### config.mk
export PLATFORM = sky130hd
export DESIGN_NAME = c_table_builder_flat
export DESIGN_NICKNAME = d
export VERILOG_FILES = /design/src/rtl/fm_pkg.sv /design/src/rtl/c_table_builder_if.sv /design/src/rtl/c_table_builder_rdport.sv /design/src/rtl/c_table_builder.sv /design/src/flat_wrapper.sv
export SDC_FILE = /design/constraint.sdc
export NUM_CORES = 1
export LEC_CHECK = 0
export ABC_AREA = 0
export CORE_MARGIN = 5
export CORE_UTILIZATION = 61
export CTS_BUF_LIST = sky130_fd_sc_hd__clkbuf_4
export DETAILED_ROUTE_END_ITERATION = 7
export PLACE_DENSITY = 0.83
export SLEW_MARGIN = 0
export SYNTH_ARGS = -nofsm -noshare
export SYNTH_HDL_FRONTEND = slang
export SYNTH_SLANG_ARGS = --single-unit
### constraint.sdc
create_clock -name clk -period 5.04 [get_ports clk]
set_clock_uncertainty 0.2 [all_clocks]
set_input_delay 0.504 -clock clk [delete_from_list [all_inputs] [get_ports clk]]
set_output_delay 0.504 -clock clk [all_outputs]
set_load 0.05 [all_outputs]
### src/rtl/fm_pkg.sv
// Shared constants for the FM-index C-table builder: alphabet, symbol codes and FSM encoding.
package fm_pkg;

    localparam int SYM_W = 2;
    localparam int ALPHA = 4;

    localparam logic [1:0] SYM_A = 2'b00;
    localparam logic [1:0] SYM_C = 2'b01;
    localparam logic [1:0] SYM_G = 2'b10;
    localparam logic [1:0] SYM_T = 2'b11;

    typedef enum logic [1:0] {
        ST_IDLE   = 2'b00,
        ST_COUNT  = 2'b01,
        ST_PREFIX = 2'b10,
        ST_READY  = 2'b11
    } state_t;

endpackage

### src/rtl/c_table_builder_if.sv
// Control, status and lookup bundle of the C-table builder; master drives it, the builder is the slave.
interface c_table_builder_if #(
    parameter int DATA_W    = 8,
    parameter int NUM_PORTS = 2
);
    import fm_pkg::*;

    logic                        start;
    logic                        sym_valid;
    logic [SYM_W-1:0]            sym_in;
    logic                        sym_last;
    logic                        busy;
    logic                        ready;
    logic                        sat_err;
    logic [NUM_PORTS-1:0]        ce;
    logic [SYM_W*NUM_PORTS-1:0]  symbol;
    logic [DATA_W*NUM_PORTS-1:0] data;

    modport master (
        output start, sym_valid, sym_in, sym_last, ce, symbol,
        input  busy, ready, sat_err, data
    );

    modport slave (
        input  start, sym_valid, sym_in, sym_last, ce, symbol,
        output busy, ready, sat_err, data
    );

endinterface

### src/rtl/c_table_builder_rdport.sv
// One registered lookup channel into the flattened C table; returns zero unless enabled and ready.
module c_table_rdport
    import fm_pkg::*;
#(
    parameter int DATA_W = 8
) (
    input  logic                    clk,
    input  logic                    rst,
    input  logic                    ce,
    input  logic                    ready,
    input  logic [SYM_W-1:0]        symbol,
    input  logic [ALPHA*DATA_W-1:0] c_flat,
    output logic [DATA_W-1:0]       data
);

    logic [DATA_W-1:0] data_r;

    // Registered lookup, forced to zero when idle or the table is not valid
    always_ff @(posedge clk) begin
        if (rst) begin
            data_r <= {DATA_W{1'b0}};
        end else if (ce && ready) begin
            data_r <= c_flat[32'(symbol) * DATA_W +: DATA_W];
        end else begin
            data_r <= {DATA_W{1'b0}};
        end
    end

    assign data = data_r;

endmodule

### src/rtl/c_table_builder.sv
// Self-building FM-index C table: counts streamed symbols, forms prefix sums in place, serves lookups.
module c_table_builder
    import fm_pkg::*;
#(
    parameter int DATA_W    = 8,
    parameter int NUM_PORTS = 2
) (
    input  logic             clk,
    input  logic             rst,
    c_table_builder_if.slave bus
);

    state_t                      state_r, state_next_s;
    logic [DATA_W-1:0]           cnt_r [ALPHA];
    logic [DATA_W-1:0]           c_r   [ALPHA];
    logic [1:0]                  k_r;
    logic                        busy_r, ready_r, sat_err_r;
    logic                        busy_s, ready_s, clear_s;
    logic [DATA_W:0]             inc_s, sum_s;
    logic [ALPHA*DATA_W-1:0]     c_flat_s;
    logic [DATA_W*NUM_PORTS-1:0] data_s;

    // Saturating add; MSB of the result flags that the sum was clipped
    function automatic logic [DATA_W:0] sat_add(input logic [DATA_W-1:0] a, input logic [DATA_W-1:0] b);
        logic [DATA_W:0] raw_v;
        raw_v = {1'b0, a} + {1'b0, b};
        if (raw_v[DATA_W]) begin
            return {1'b1, {DATA_W{1'b1}}};
        end else begin
            return raw_v;
        end
    endfunction

    // Start is honoured everywhere except mid-prefix, where the sums are in flight
    assign clear_s = bus.start && (state_r != ST_PREFIX);

    // State register
    always_ff @(posedge clk) begin
        if (rst) begin
            state_r <= ST_IDLE;
        end else begin
            state_r <= state_next_s;
        end
    end

    // Next-state logic; start outranks a coincident last symbol
    always_comb begin
        state_next_s = state_r;
        case (state_r)
            ST_IDLE:   state_next_s = bus.start ? ST_COUNT : ST_IDLE;
            ST_COUNT:  begin
                if (bus.start) begin
                    state_next_s = ST_COUNT;
                end else if (bus.sym_valid && bus.sym_last) begin
                    state_next_s = ST_PREFIX;
                end else begin
                    state_next_s = ST_COUNT;
                end
            end
            ST_PREFIX: state_next_s = (k_r == 2'd3) ? ST_READY : ST_PREFIX;
            ST_READY:  state_next_s = bus.start ? ST_COUNT : ST_READY;
            default:   state_next_s = ST_IDLE;
        endcase
    end

    // Status decode from the upcoming state so the flags register alongside it
    always_comb begin
        busy_s  = 1'b0;
        ready_s = 1'b0;
        case (state_next_s)
            ST_COUNT, ST_PREFIX: busy_s  = 1'b1;
            ST_READY:            ready_s = 1'b1;
            default: begin
                busy_s  = 1'b0;
                ready_s = 1'b0;
            end
        endcase
    end

    // Saturating count increment and prefix-sum step
    always_comb begin
        inc_s = sat_add(cnt_r[bus.sym_in], {{(DATA_W-1){1'b0}}, 1'b1});
        sum_s = sat_add(c_r[k_r - 2'd1], cnt_r[k_r - 2'd1]);
    end

    // Counters, C table, prefix index and status flags
    always_ff @(posedge clk) begin
        if (rst || clear_s) begin
            for (int i = 0; i < ALPHA; i++) begin
                cnt_r[i] <= {DATA_W{1'b0}};
                c_r[i]   <= {DATA_W{1'b0}};
            end
            k_r       <= 2'd1;
            sat_err_r <= 1'b0;
            busy_r    <= rst ? 1'b0 : 1'b1;
            ready_r   <= 1'b0;
        end else begin
            busy_r  <= busy_s;
            ready_r <= ready_s;
            if (state_r == ST_COUNT && bus.sym_valid) begin
                cnt_r[bus.sym_in] <= inc_s[DATA_W-1:0];
                if (inc_s[DATA_W]) begin
                    sat_err_r <= 1'b1;
                end else begin
                    sat_err_r <= sat_err_r;
                end
            end else if (state_r == ST_PREFIX) begin
                c_r[k_r] <= sum_s[DATA_W-1:0];
                k_r      <= k_r + 2'd1;
                if (sum_s[DATA_W]) begin
                    sat_err_r <= 1'b1;
                end else begin
                    sat_err_r <= sat_err_r;
                end
            end else begin
                k_r <= k_r;
            end
        end
    end

    // Flatten the table for the read ports
    always_comb begin
        c_flat_s = {ALPHA*DATA_W{1'b0}};
        for (int i = 0; i < ALPHA; i++) begin
            c_flat_s[i*DATA_W +: DATA_W] = c_r[i];
        end
    end

    for (genvar p = 0; p < NUM_PORTS; p++) begin : g_port
        c_table_rdport #(.DATA_W(DATA_W)) u_rdport (
            .clk    (clk),
            .rst    (rst),
            .ce     (bus.ce[p]),
            .ready  (ready_r),
            .symbol (bus.symbol[SYM_W*p +: SYM_W]),
            .c_flat (c_flat_s),
            .data   (data_s[DATA_W*p +: DATA_W])
        );
    end

    assign bus.busy    = busy_r;
    assign bus.ready   = ready_r;
    assign bus.sat_err = sat_err_r;
    assign bus.data    = data_s;

endmodule
### src/flat_wrapper.sv
// flat-port wrapper written by rule: the top's interface ports become plain ports
module c_table_builder_flat import fm_pkg::*;
#(
    parameter int DATA_W    = 8,
    parameter int NUM_PORTS = 2
)
  (clk, rst, bus_start, bus_sym_valid, bus_sym_in, bus_sym_last, bus_ce, bus_symbol, bus_busy, bus_ready, bus_sat_err, bus_data);
  c_table_builder_if #(.DATA_W(DATA_W), .NUM_PORTS(NUM_PORTS)) bus_i ();
  input  logic clk;
  input  logic rst;
  input wire logic [$bits(bus_i.start)-1:0] bus_start;
  input wire logic [$bits(bus_i.sym_valid)-1:0] bus_sym_valid;
  input wire logic [$bits(bus_i.sym_in)-1:0] bus_sym_in;
  input wire logic [$bits(bus_i.sym_last)-1:0] bus_sym_last;
  input wire logic [$bits(bus_i.ce)-1:0] bus_ce;
  input wire logic [$bits(bus_i.symbol)-1:0] bus_symbol;
  output wire logic [$bits(bus_i.busy)-1:0] bus_busy;
  output wire logic [$bits(bus_i.ready)-1:0] bus_ready;
  output wire logic [$bits(bus_i.sat_err)-1:0] bus_sat_err;
  output wire logic [$bits(bus_i.data)-1:0] bus_data;
  assign bus_i.start = bus_start;
  assign bus_i.sym_valid = bus_sym_valid;
  assign bus_i.sym_in = bus_sym_in;
  assign bus_i.sym_last = bus_sym_last;
  assign bus_i.ce = bus_ce;
  assign bus_i.symbol = bus_symbol;
  assign bus_busy = bus_i.busy;
  assign bus_ready = bus_i.ready;
  assign bus_sat_err = bus_i.sat_err;
  assign bus_data = bus_i.data;
  c_table_builder #(.DATA_W(DATA_W), .NUM_PORTS(NUM_PORTS)) u_core (.clk(clk), .rst(rst), .bus(bus_i));
endmodule
==> impl_metrics.json <==
{
  "syn-num-nets": 374,
  "cp_max_fo": 10,
  "drt_iter0_markers": 215,
  "worst_slack_ns": 1.27,
  "place_ws_ns": 1.24,
  "dieWidth_um": 96.4,
  "start_kind": "flop",
  "slew_headroom": 0.404,
  "via_per_inst": 6.39,
  "clk_path_buf_depth": 2,
  "hpwl_mm": 7.07,
  "synthMuxAreaShare": 0.205,
  "path_buf_inv": 1,
  "worst_pin_slew_ns": 0.893,
  "synth_compound_area_frac": 0.0602,
  "synth_top_area_frac": 0.422,
  "critPathCaptureType": "flop",
  "critPathArrivalTime_ns": 3.76,
  "cts_buffers": 9,
  "fin_crit_sh": 0.749,
  "root_buffer": "clkbuf_4",
  "fin_area_mm2": 0.00511,
  "grt_max_degree": 23,
  "synth_top_area_cell": "edfxtp_1",
  "grt_usage": 0.229,
  "final_cell_mix": "edfxtp_1 (64), nor2_1 (63), mux4_2 (38)",
  "crit_start": "u_core.k_r[1]$_SDFFE_PP0P_",
  "vdd_ir_drop_max_v": 0.000252,
  "synth.distinct_cells": 48,
  "ys_warn_count": 0,
  "p_per_area_mw_per_mm2": 292,
  "synthAdderAreaFrac": 0.0346,
  "insertion_delay_ns": 0.44,
  "nets": 401,
  "core.rowCount": 31,
  "setup_viol": 0,
  "grt_antenna_before_repair": 0,
  "post_cts_buffers": 0,
  "crit_type": "reg -> reg",
  "die_area_mm2": 0.00929,
  "fin_setup_tns_ns": 0,
  "syn_area_mm2": 0.00455,
  "slew_violations": 0,
  "cp_data_required_time_ns": 5.03,
  "yosys_most_used_dff": "edfxtp_1",
  "place_congestion": 0.881,
  "drtAntennaViolNets": 0,
  "routedWlPerCell_um": 20.1,
  "portBuffers": 31,
  "cp_top_family": "adder cells",
  "hp-class": "reg -> reg",
  "cp_cell_sequence": "ha_1 -> buf_4 -> mux4_2 -> ha_1 -> fa_1 -> a21o_1 -> a21oi_1 -> nor2_1 -> a311oi_1 -> a21oi_1",
  "synth-edff-count": 64,
  "rsz0062_at_grt": "no",
  "cp_slowest_stage_delay_ns": 0.53,
  "grt_pass1_wl_mm": 15.6,
  "synth_area_per_cell_um2": 13.0,
  "cts_htree_levels": 3,
  "start_util": 0.628,
  "dieHeight_um": 96.4,
  "synthXorXnorAreaFrac": 0.00769,
  "cts-resized-gates": 0,
  "p_leak_nw": 1.98,
  "drcViolationCount": 0,
  "post-route-util": 0.705,
  "async_reset_ff_frac": 0,
  "slowest_stage": "ha_1",
  "syn-instance-count": 349,
  "synth_area_leaders": "edfxtp_1 (42%), mux4_2 (19%), dfxtp_1 (10%)",
  "total_power_mw": 1.49,
  "grt_overflow": 0,
  "core_area_mm2": 0.00725,
  "cts_hold_buf": 0,
  "clkTransAtPathRegs_ns": 0.13,
  "area_growth_pct": 12.2,
  "dr.pass1.iters": 4,
  "fin_crit_ns": 3.77,
  "cts_sinks": 87,
  "grt_pass1_vias": 3038,
  "cap_violations": 0,
  "min-delay-start": "u_core.bus.sat_err$_SDFFE_PP0P_",
  "placed_area_mm2": 0.00493,
  "io_pins": 32,
  "antenna_cells": 0,
  "timing_hold_violations_final": 0,
  "timing.rr.start": "u_core.k_r[1]$_SDFFE_PP0P_",
  "layout_commonest_cell": "edfxtp_1",
  "wl_mm": 9.64,
  "ys_seq_area_frac": 0.523,
  "vias": 3060,
  "ys_ff_latch": 87,
  "cts_tree": "done",
  "fillers": 506,
  "drive_gt1_frac": 0.179,
  "synth_simple_gate_area_frac": 0.146,
  "fmax_mhz": 265,
  "synth_top_family_by_area": "multiplexers",
  "status": "finished clean"
}
==> layer usage <==
layer	vias up	wire length [um]	track usage
met5	-	0	0
met4	0	176	0.0596
met3	14	584	0.0581
met2	105	5230	0.417
met1	1538	3640	0.270
li1	1403	-	-
==> cells in the mapped netlist (2+ instances only) <==
cell      number
nor2_1        63
or3_1          5
nand2b_1       4
o21ai_0        5
nor2b_1        4
a21oi_1       23
buf_2          5
mux4_2        38
a31oi_1        7
and3_1        17
ha_1          11
a21o_1         4
mux4_1         2
or3b_2         2
dfxtp_1       23
nor3b_1        2
nand4_1        2
buf_1          2
edfxtp_1      64
nand3_1        6
nand3b_1       2
nor3_1         4
xnor2_1        2
nand2_1       12
inv_1          6
xor2_1         2
clkbuf_1      11
==> power breakdown <==
part	total, mW	switching, mW	internal, mW
combinational	0.194	0.109	0.0849
sequential	0.817	0.0201	0.797
clock	0.480	0.221	0.259
total	1.49	0.350	1.14
==> worst register-to-register path, cell delays in order, from the launching register on <==
cell      delay, ns
dfxtp_1        0.37
ha_1           0.53
buf_4          0.28
mux4_2         0.32
ha_1           0.24
fa_1           0.40
a21o_1         0.19
a21oi_1        0.31
nor2_1         0.07
a311oi_1       0.49
a21oi_1        0.13
==> stage by stage <==
step | cells | hold WS (ns)
floorplan | 349 | 0.309
global placement | 464 | 0.258
detailed placement | 464 | 0.273
CTS | 479 | 0.300
global route | 479 | 0.343
finish | 479 | 0.298
==> area by class of cell <==
class,count,area (um^2),share of cell area
timing repair buffer,35,340,0.0666
clock buffer,11,82.6,0.0162
tap,99,124,0.0242
clock inverter,4,95.1,0.0186
sequential,87,2380,0.466
inverter,6,22.5,0.00441
multi-input combinational,237,2060,0.404
==> worst paths after layout <==
check	endpoint	slack (ns)	cells after the start
min	u_core.bus.sat_err$_SDFFE_PP0P_	0.30	2
max reg2reg	u_core.c_r[3][6]$_DFFE_PP_	1.27	10
max	u_core.c_r[3][6]$_DFFE_PP_	1.27	10
min reg2reg	u_core.bus.sat_err$_SDFFE_PP0P_	0.30	2
==> cell families (layout without fill, tap and decap cells) <==
family          count (synthesis)  after routing
simple gates                  133            133
mux                            42             42
fa+ha+maj                      12             12
buf+inv                        25             56
xor+xnor                        4              4
compound gates                 46             46
flops                          87             87
==> sequential cells by signal (all words and copies together) (netlist names) <==
name                         flops
u_core.bus.sat_err               1
u_core.state_r                   2
u_core.c_r                      32
u_core.g_port.u_rdport.data     16
u_core.bus.ready                 1
u_core.cnt_r                    32
u_core.bus.busy                  1
u_core.k_r                       2
No activity file was read; power rests on OpenSTA's default activity.
